**src/rtl/denorm_shift_if.sv**
```systemverilog
// denorm_shift_if: start/busy/done handshake and data bus of the denormalizing shifter.
// The master drives the request (start, value, shift count).
// The slave returns the reconstructed value and the status flags.
interface denorm_shift_if #(
    parameter int DW = 16,
    parameter int AW = 32,
    parameter int CW = 5
);
    logic          start_i;
    logic [DW-1:0] y_i;
    logic [CW-1:0] shift_i;
    logic [AW-1:0] data_o;
    logic          busy_o;
    logic          done_o;
    logic          ovf_o;

    modport master (
        output start_i, y_i, shift_i,
        input  data_o, busy_o, done_o, ovf_o
    );

    modport slave (
        input  start_i, y_i, shift_i,
        output data_o, busy_o, done_o, ovf_o
    );
endinterface

```
**src/rtl/denorm_shift.sv**
```systemverilog
// denorm_shift: rebuilds a wide value from a normalized DW-bit value and the
// shift count recorded at normalization time. It shifts left one bit per clock.
//
// Sequence: IDLE -> SHIFT -> DONE -> IDLE.
// All outputs come straight from registers.
//
// Optional build macro DENORM_SAT_EN:
//   - Defined: the first lost set bit saturates the accumulator to all ones.
//   - Undefined: the result wraps modulo 2^AW.
//   - In both builds ovf_o reports the loss and the latency is unchanged.
module denorm_shift #(
    parameter int DW = 16,
    parameter int AW = 32,
    parameter int CW = 5
) (
    input  logic           clk_i,
    input  logic           rst_i,
    denorm_shift_if.slave  bus
);

    typedef enum logic [1:0] {
        ST_IDLE  = 2'd0,
        ST_SHIFT = 2'd1,
        ST_DONE  = 2'd2
    } state_t;

    state_t        state_r, state_s;
    logic [AW-1:0] acc_r, acc_s;
    logic [CW-1:0] cnt_r, cnt_s;
    logic          ovf_r, ovf_s;
    logic          busy_r, busy_s;
    logic          done_r, done_s;

    // One shifting step of the accumulator.
    // ovf_seen indicates that a set bit has already been lost in this operation.
    function automatic logic [AW-1:0] shift_step(input logic [AW-1:0] acc,
                                                 input logic          ovf_seen);
        logic [AW-1:0] res;
`ifdef DENORM_SAT_EN
        if (ovf_seen) begin
            // Already saturated: hold all ones for the remaining counts.
            res = acc;
        end else if (acc[AW-1]) begin
            res = {AW{1'b1}};
        end else begin
            res = {acc[AW-2:0], 1'b0};
        end
`else
        if (ovf_seen) begin
            res = {acc[AW-2:0], 1'b0};
        end else begin
            res = {acc[AW-2:0], 1'b0};
        end
`endif
        return res;
    endfunction

    // Next-state and next-output logic for the IDLE/SHIFT/DONE sequencer.
    always_comb begin
        state_s = state_r;
        acc_s   = acc_r;
        cnt_s   = cnt_r;
        ovf_s   = ovf_r;
        busy_s  = busy_r;
        done_s  = 1'b0;
        case (state_r)
            ST_IDLE: begin
                if (bus.start_i) begin
                    acc_s          = {AW{1'b0}};
                    acc_s[DW-1:0]  = bus.y_i;
                    cnt_s          = bus.shift_i;
                    ovf_s          = 1'b0;
                    busy_s         = 1'b1;
                    state_s        = ST_SHIFT;
                end else begin
                    busy_s  = 1'b0;
                    state_s = ST_IDLE;
                end
            end
            ST_SHIFT: begin
                if (cnt_r == {CW{1'b0}}) begin
                    busy_s  = 1'b0;
                    done_s  = 1'b1;
                    state_s = ST_DONE;
                end else begin
                    acc_s  = shift_step(acc_r, ovf_r);
                    cnt_s  = cnt_r - {{(CW-1){1'b0}}, 1'b1};
                    ovf_s  = ovf_r | acc_r[AW-1];
                    busy_s = 1'b1;
                end
            end
            ST_DONE: begin
                // The start request is deliberately ignored here, which forces one idle cycle.
                busy_s  = 1'b0;
                state_s = ST_IDLE;
            end
            default: begin
                busy_s  = 1'b0;
                state_s = ST_IDLE;
            end
        endcase
    end

    // State and output registers. The asynchronous reset aborts any operation in flight.
    always_ff @(posedge clk_i or negedge rst_i) begin
        if (!rst_i) begin
            state_r <= ST_IDLE;
            acc_r   <= {AW{1'b0}};
            cnt_r   <= {CW{1'b0}};
            ovf_r   <= 1'b0;
            busy_r  <= 1'b0;
            done_r  <= 1'b0;
        end else begin
            state_r <= state_s;
            acc_r   <= acc_s;
            cnt_r   <= cnt_s;
            ovf_r   <= ovf_s;
            busy_r  <= busy_s;
            done_r  <= done_s;
        end
    end

    assign bus.data_o = acc_r;
    assign bus.busy_o = busy_r;
    assign bus.done_o = done_r;
    assign bus.ovf_o  = ovf_r;

endmodule

```
**src/flat_wrapper.sv**
```systemverilog
// flat-port wrapper written by rule: the top's interface ports become plain ports
module denorm_shift_flat 
#(
    parameter int DW = 16,
    parameter int AW = 32,
    parameter int CW = 5
)
  (clk_i, rst_i, bus_start_i, bus_y_i, bus_shift_i, bus_data_o, bus_busy_o, bus_done_o, bus_ovf_o);
  denorm_shift_if #(.DW(DW), .AW(AW), .CW(CW)) bus_i ();
  input  logic clk_i;
  input  logic rst_i;
  input wire logic [$bits(bus_i.start_i)-1:0] bus_start_i;
  input wire logic [$bits(bus_i.y_i)-1:0] bus_y_i;
  input wire logic [$bits(bus_i.shift_i)-1:0] bus_shift_i;
  output wire logic [$bits(bus_i.data_o)-1:0] bus_data_o;
  output wire logic [$bits(bus_i.busy_o)-1:0] bus_busy_o;
  output wire logic [$bits(bus_i.done_o)-1:0] bus_done_o;
  output wire logic [$bits(bus_i.ovf_o)-1:0] bus_ovf_o;
  assign bus_i.start_i = bus_start_i;
  assign bus_i.y_i = bus_y_i;
  assign bus_i.shift_i = bus_shift_i;
  assign bus_data_o = bus_i.data_o;
  assign bus_busy_o = bus_i.busy_o;
  assign bus_done_o = bus_i.done_o;
  assign bus_ovf_o = bus_i.ovf_o;
  denorm_shift #(.DW(DW), .AW(AW), .CW(CW)) u_core (.clk_i(clk_i), .rst_i(rst_i), .bus(bus_i));
endmodule
```
**config.mk**
```make
export PLATFORM = sky130hd
export DESIGN_NAME = denorm_shift_flat
export DESIGN_NICKNAME = d
export VERILOG_FILES = /design/src/rtl/denorm_shift_if.sv /design/src/rtl/denorm_shift.sv /design/src/flat_wrapper.sv
export SDC_FILE = /design/constraint.sdc
export NUM_CORES = 1
export LEC_CHECK = 0
export ABC_AREA = 0
export BUFFER_PORTS_ARGS = -buffer_cell sky130_fd_sc_hd__buf_2
export CAP_MARGIN = 20
export CORE_MARGIN = 2
export CORE_UTILIZATION = 51
export CTS_CLUSTER_DIAMETER = 40
export DETAILED_ROUTE_END_ITERATION = 8
export PLACE_DENSITY_LB_ADDON = 0.05
export SLEW_MARGIN = 10
export SYNTH_ARGS = -nofsm -noshare
export SYNTH_HDL_FRONTEND = slang
export SYNTH_SLANG_ARGS = --single-unit
```
**constraint.sdc**
```tcl
create_clock -name clk_i -period 2.6 [get_ports clk_i]
set_input_delay 0.52 -clock clk_i [delete_from_list [all_inputs] [get_ports clk_i]]
set_output_delay 0.52 -clock clk_i [all_outputs]
set_load 0.02 [all_outputs]
```
==> out/metrics.yaml <==
status:
  status: "complete, no violations"
detailed_routing:
  ant_nets: 0
  vias: 1491
  wl_per_cell_microns: 14.5
  dr.pass1.iters: 4
  drt_iter0_drc: 123
  wl_mm: 4.00
  vias_per_cell: 5.42
  drcViolationCount: 0
cts:
  cts-root-buf: "clkbuf_8"
  insertion_delay_ns: 0.29
  post-cts-setup-buffers: 0
  numCtsBuffers: 5
  clk_pin_slew_ns: 0.08
  clock_path_buffers: 2
  htreeDepth: 2
  cts_sinks: 42
  holdBufCountCts: 0
  tritoncts: "done"
  cts_resized: 0
logic_synthesis:
  synth_area_sq_um: 1950
  yosys_warnings: 0
  synth-edff-count: 0
  ys_types: 32
  synthArstFlopShare: 1.00
  syn_nets: 196
  synth_ff_type: "dfrtp_1"
  syn-mean-instance-area_sq_um: 11.4
  ys_seq_area_frac: 0.539
  syn_inst: 171
  synth_seq_cells: 42
setup_path:
  r2r-start: "u_core.cnt_r[0]"
  critPathKind: "flop to flop"
  cp.required_ns: 2.81
  cp-start-kind: "flop"
  path_max_fanout: 21
  worstSetupEndpoint: "u_core.bus.data_o[27]"
  cp-startpoint: "u_core.cnt_r[0]"
  reg2reg_to: "u_core.bus.data_o[27]"
  reg2reg_depth: 6
  end_kind: "flop"
  crit_arrival_ns: 2.43
  worst-r2r-setup-slack_ns: 0.38
floorplanning:
  ios: 59
  core_area_sq_um: 3660
  die_x_microns: 65.8
  die_area_sq_um: 4340
  fp-row-count: 22
  start_util: 0.533
  die_h_microns: 65.8
finish:
  diodes: 0
  area_growth_pct: 21.7
  drive_above_1_share: 0.458
  finalNetCount: 251
sta:
  setup_violations: 0
  fin_crit_ns: 2.22
  hold_viol: 0
  finalSetupTns_ns: 0
  slew_violations: 0
  period_share: 0.854
  grt_setup_unrepaired: "false"
  worstMarginPinSlew_ns: 0.915
  fin_skew_ns: 0.00512
  fmax_mhz: 450
  slew_headroom: 0.390
place:
  gp_congestion: 0.953
  port_buffers: 58
  dp_hpwl_mm: 2.70
global_routing:
  antenna_found_initial: 0
  grt_overflow: 0
  grt_max_degree: 43
  grt_pass1_wl_mm: 6.86
  grtUsageTotal: 0.211
  grt_pass1_vias: 1451
pwr:
  leakage_uw: 0.00118
  p_per_area_nw_per_um2: 1390
  power_uw: 3300
  ir_worst_vdd_mv: 0.745
run:
  max_cap_viol_count: 0
hold_path:
  hold_path_class: "primary input to asynchronous set/reset pin"
==> cells in the mapped netlist, types with 2 or more instances <==
library cell | instances | area [sq um]
o211ai_1 | 2 | 15.0
nor3_1 | 2 | 10.0
mux2_4 | 6 | 90.1
nand2_1 | 18 | 67.6
o21ai_0 | 18 | 90.1
inv_1 | 2 | 7.51
dfrtp_1 | 42 | 1050
mux2_2 | 24 | 270
mux2i_1 | 2 | 20.0
a21o_1 | 2 | 15.0
buf_1 | 2 | 7.51
buf_6 | 2 | 22.5
nand3_1 | 18 | 90.1
a211oi_1 | 2 | 15.0
clkbuf_1 | 7 | 26.3
buf_2 | 2 | 10.0
nor2_1 | 5 | 18.8
==> kinds of logic after synthesis <==
family | synth area share
AO/OA/AOI/OAI | 0.0853
multiplexers | 0.195
flip-flops | 0.539
buffers and inverters | 0.0378
AND/OR/NAND/NOR | 0.137
adder cells (fa/ha/maj) | 0.00641
==> cell type report <==
type	count	area, sq um
inverters	2	7.51
clock buffers	8	110
fillers	301	1290
well taps	48	60.1
repair buffers	61	313
flip-flops and latches	42	1050
multi-input cells	114	833
==> power by group <==
part	internal [uW]	switching, uW
Combinational	755	897
Clock	268	212
Sequential	949	220
==> critical path, cell delays in order, from the launching register on <==
cell and delay, ns:
dfrtp_1 0.38, inv_1 0.10, ha_1 0.22, or4b_4 0.48, buf_4 0.22, and2_0 0.45, o21ai_0 0.29
==> worst min-delay path by stage <==
stage,cells after the start,start,to,slack (ns)
finish,1,rst_i,u_core.bus.data_o[19],0.35
floorplan,0,rst_i,u_core.bus.busy_o,0.22
global route,1,rst_i,u_core.bus.data_o[16],0.42
CTS,1,rst_i,u_core.bus.data_o[17],0.38
global placement,2,u_core.bus.ovf_o,u_core.bus.ovf_o,0.48
detailed placement,2,u_core.bus.ovf_o,u_core.bus.ovf_o,0.49
==> registers in the layout, indices dropped and copies added, names as in the netlist <==
| name | count |
|---|---|
| u_core.bus.busy_o | 1 |
| u_core.bus.data_o | 32 |
| u_core.bus.done_o | 1 |
| u_core.bus.ovf_o | 1 |
| u_core.cnt_r | 5 |
| u_core.state_r | 2 |
==> cell usage in the layout, fill, tap and decap left out <==
cell	instances
or4b_4	1
ha_1	1
buf_4	3
nand2_1	18
nor2b_4	1
and2_0	1
nor4_1	1
and3_1	1
o221a_2	1
mux2i_1	2
o21ai_0	18
buf_2	58
a21oi_1	1
nand3_1	18
o211ai_1	2
a41oi_1	1
mux2_4	6
mux2_2	24
a211oi_1	2
or3b_2	1
nor3b_2	1
a21o_1	2
nor3_1	2
clkbuf_8	8
nor2_1	5
a31oi_1	1
nor3b_1	1
dfrtp_1	42
and2_1	1
inv_1	2
nand2b_1	1
==> per-layer routing <==
metal | track usage | up-vias | part of all wire
li1 | - | 715 | -
met1 | 0.274 | 727 | 0.45
met2 | 0.337 | 44 | 0.48
met3 | 0.0562 | 5 | 0.054
met4 | 0.0807 | 0 | 0.015
met5 | 0 | - | 0
==> metrics by stage <==
stage | util | cells | cell area (sq um) | hold slack, ns | setup slack (ns)
floorplan | - | 171 | 1950 | 0.224 | 0.611
global placement | 0.619 | 267 | 2260 | 0.482 | 0.477
detailed placement | 0.619 | 267 | 2260 | 0.491 | 0.378
CTS | 0.649 | 275 | 2370 | 0.380 | 0.389
global route | 0.649 | 275 | 2370 | 0.423 | 0.186
finish | 0.649 | 275 | 2370 | 0.354 | 0.379
(Power assumes the default switching activity.)
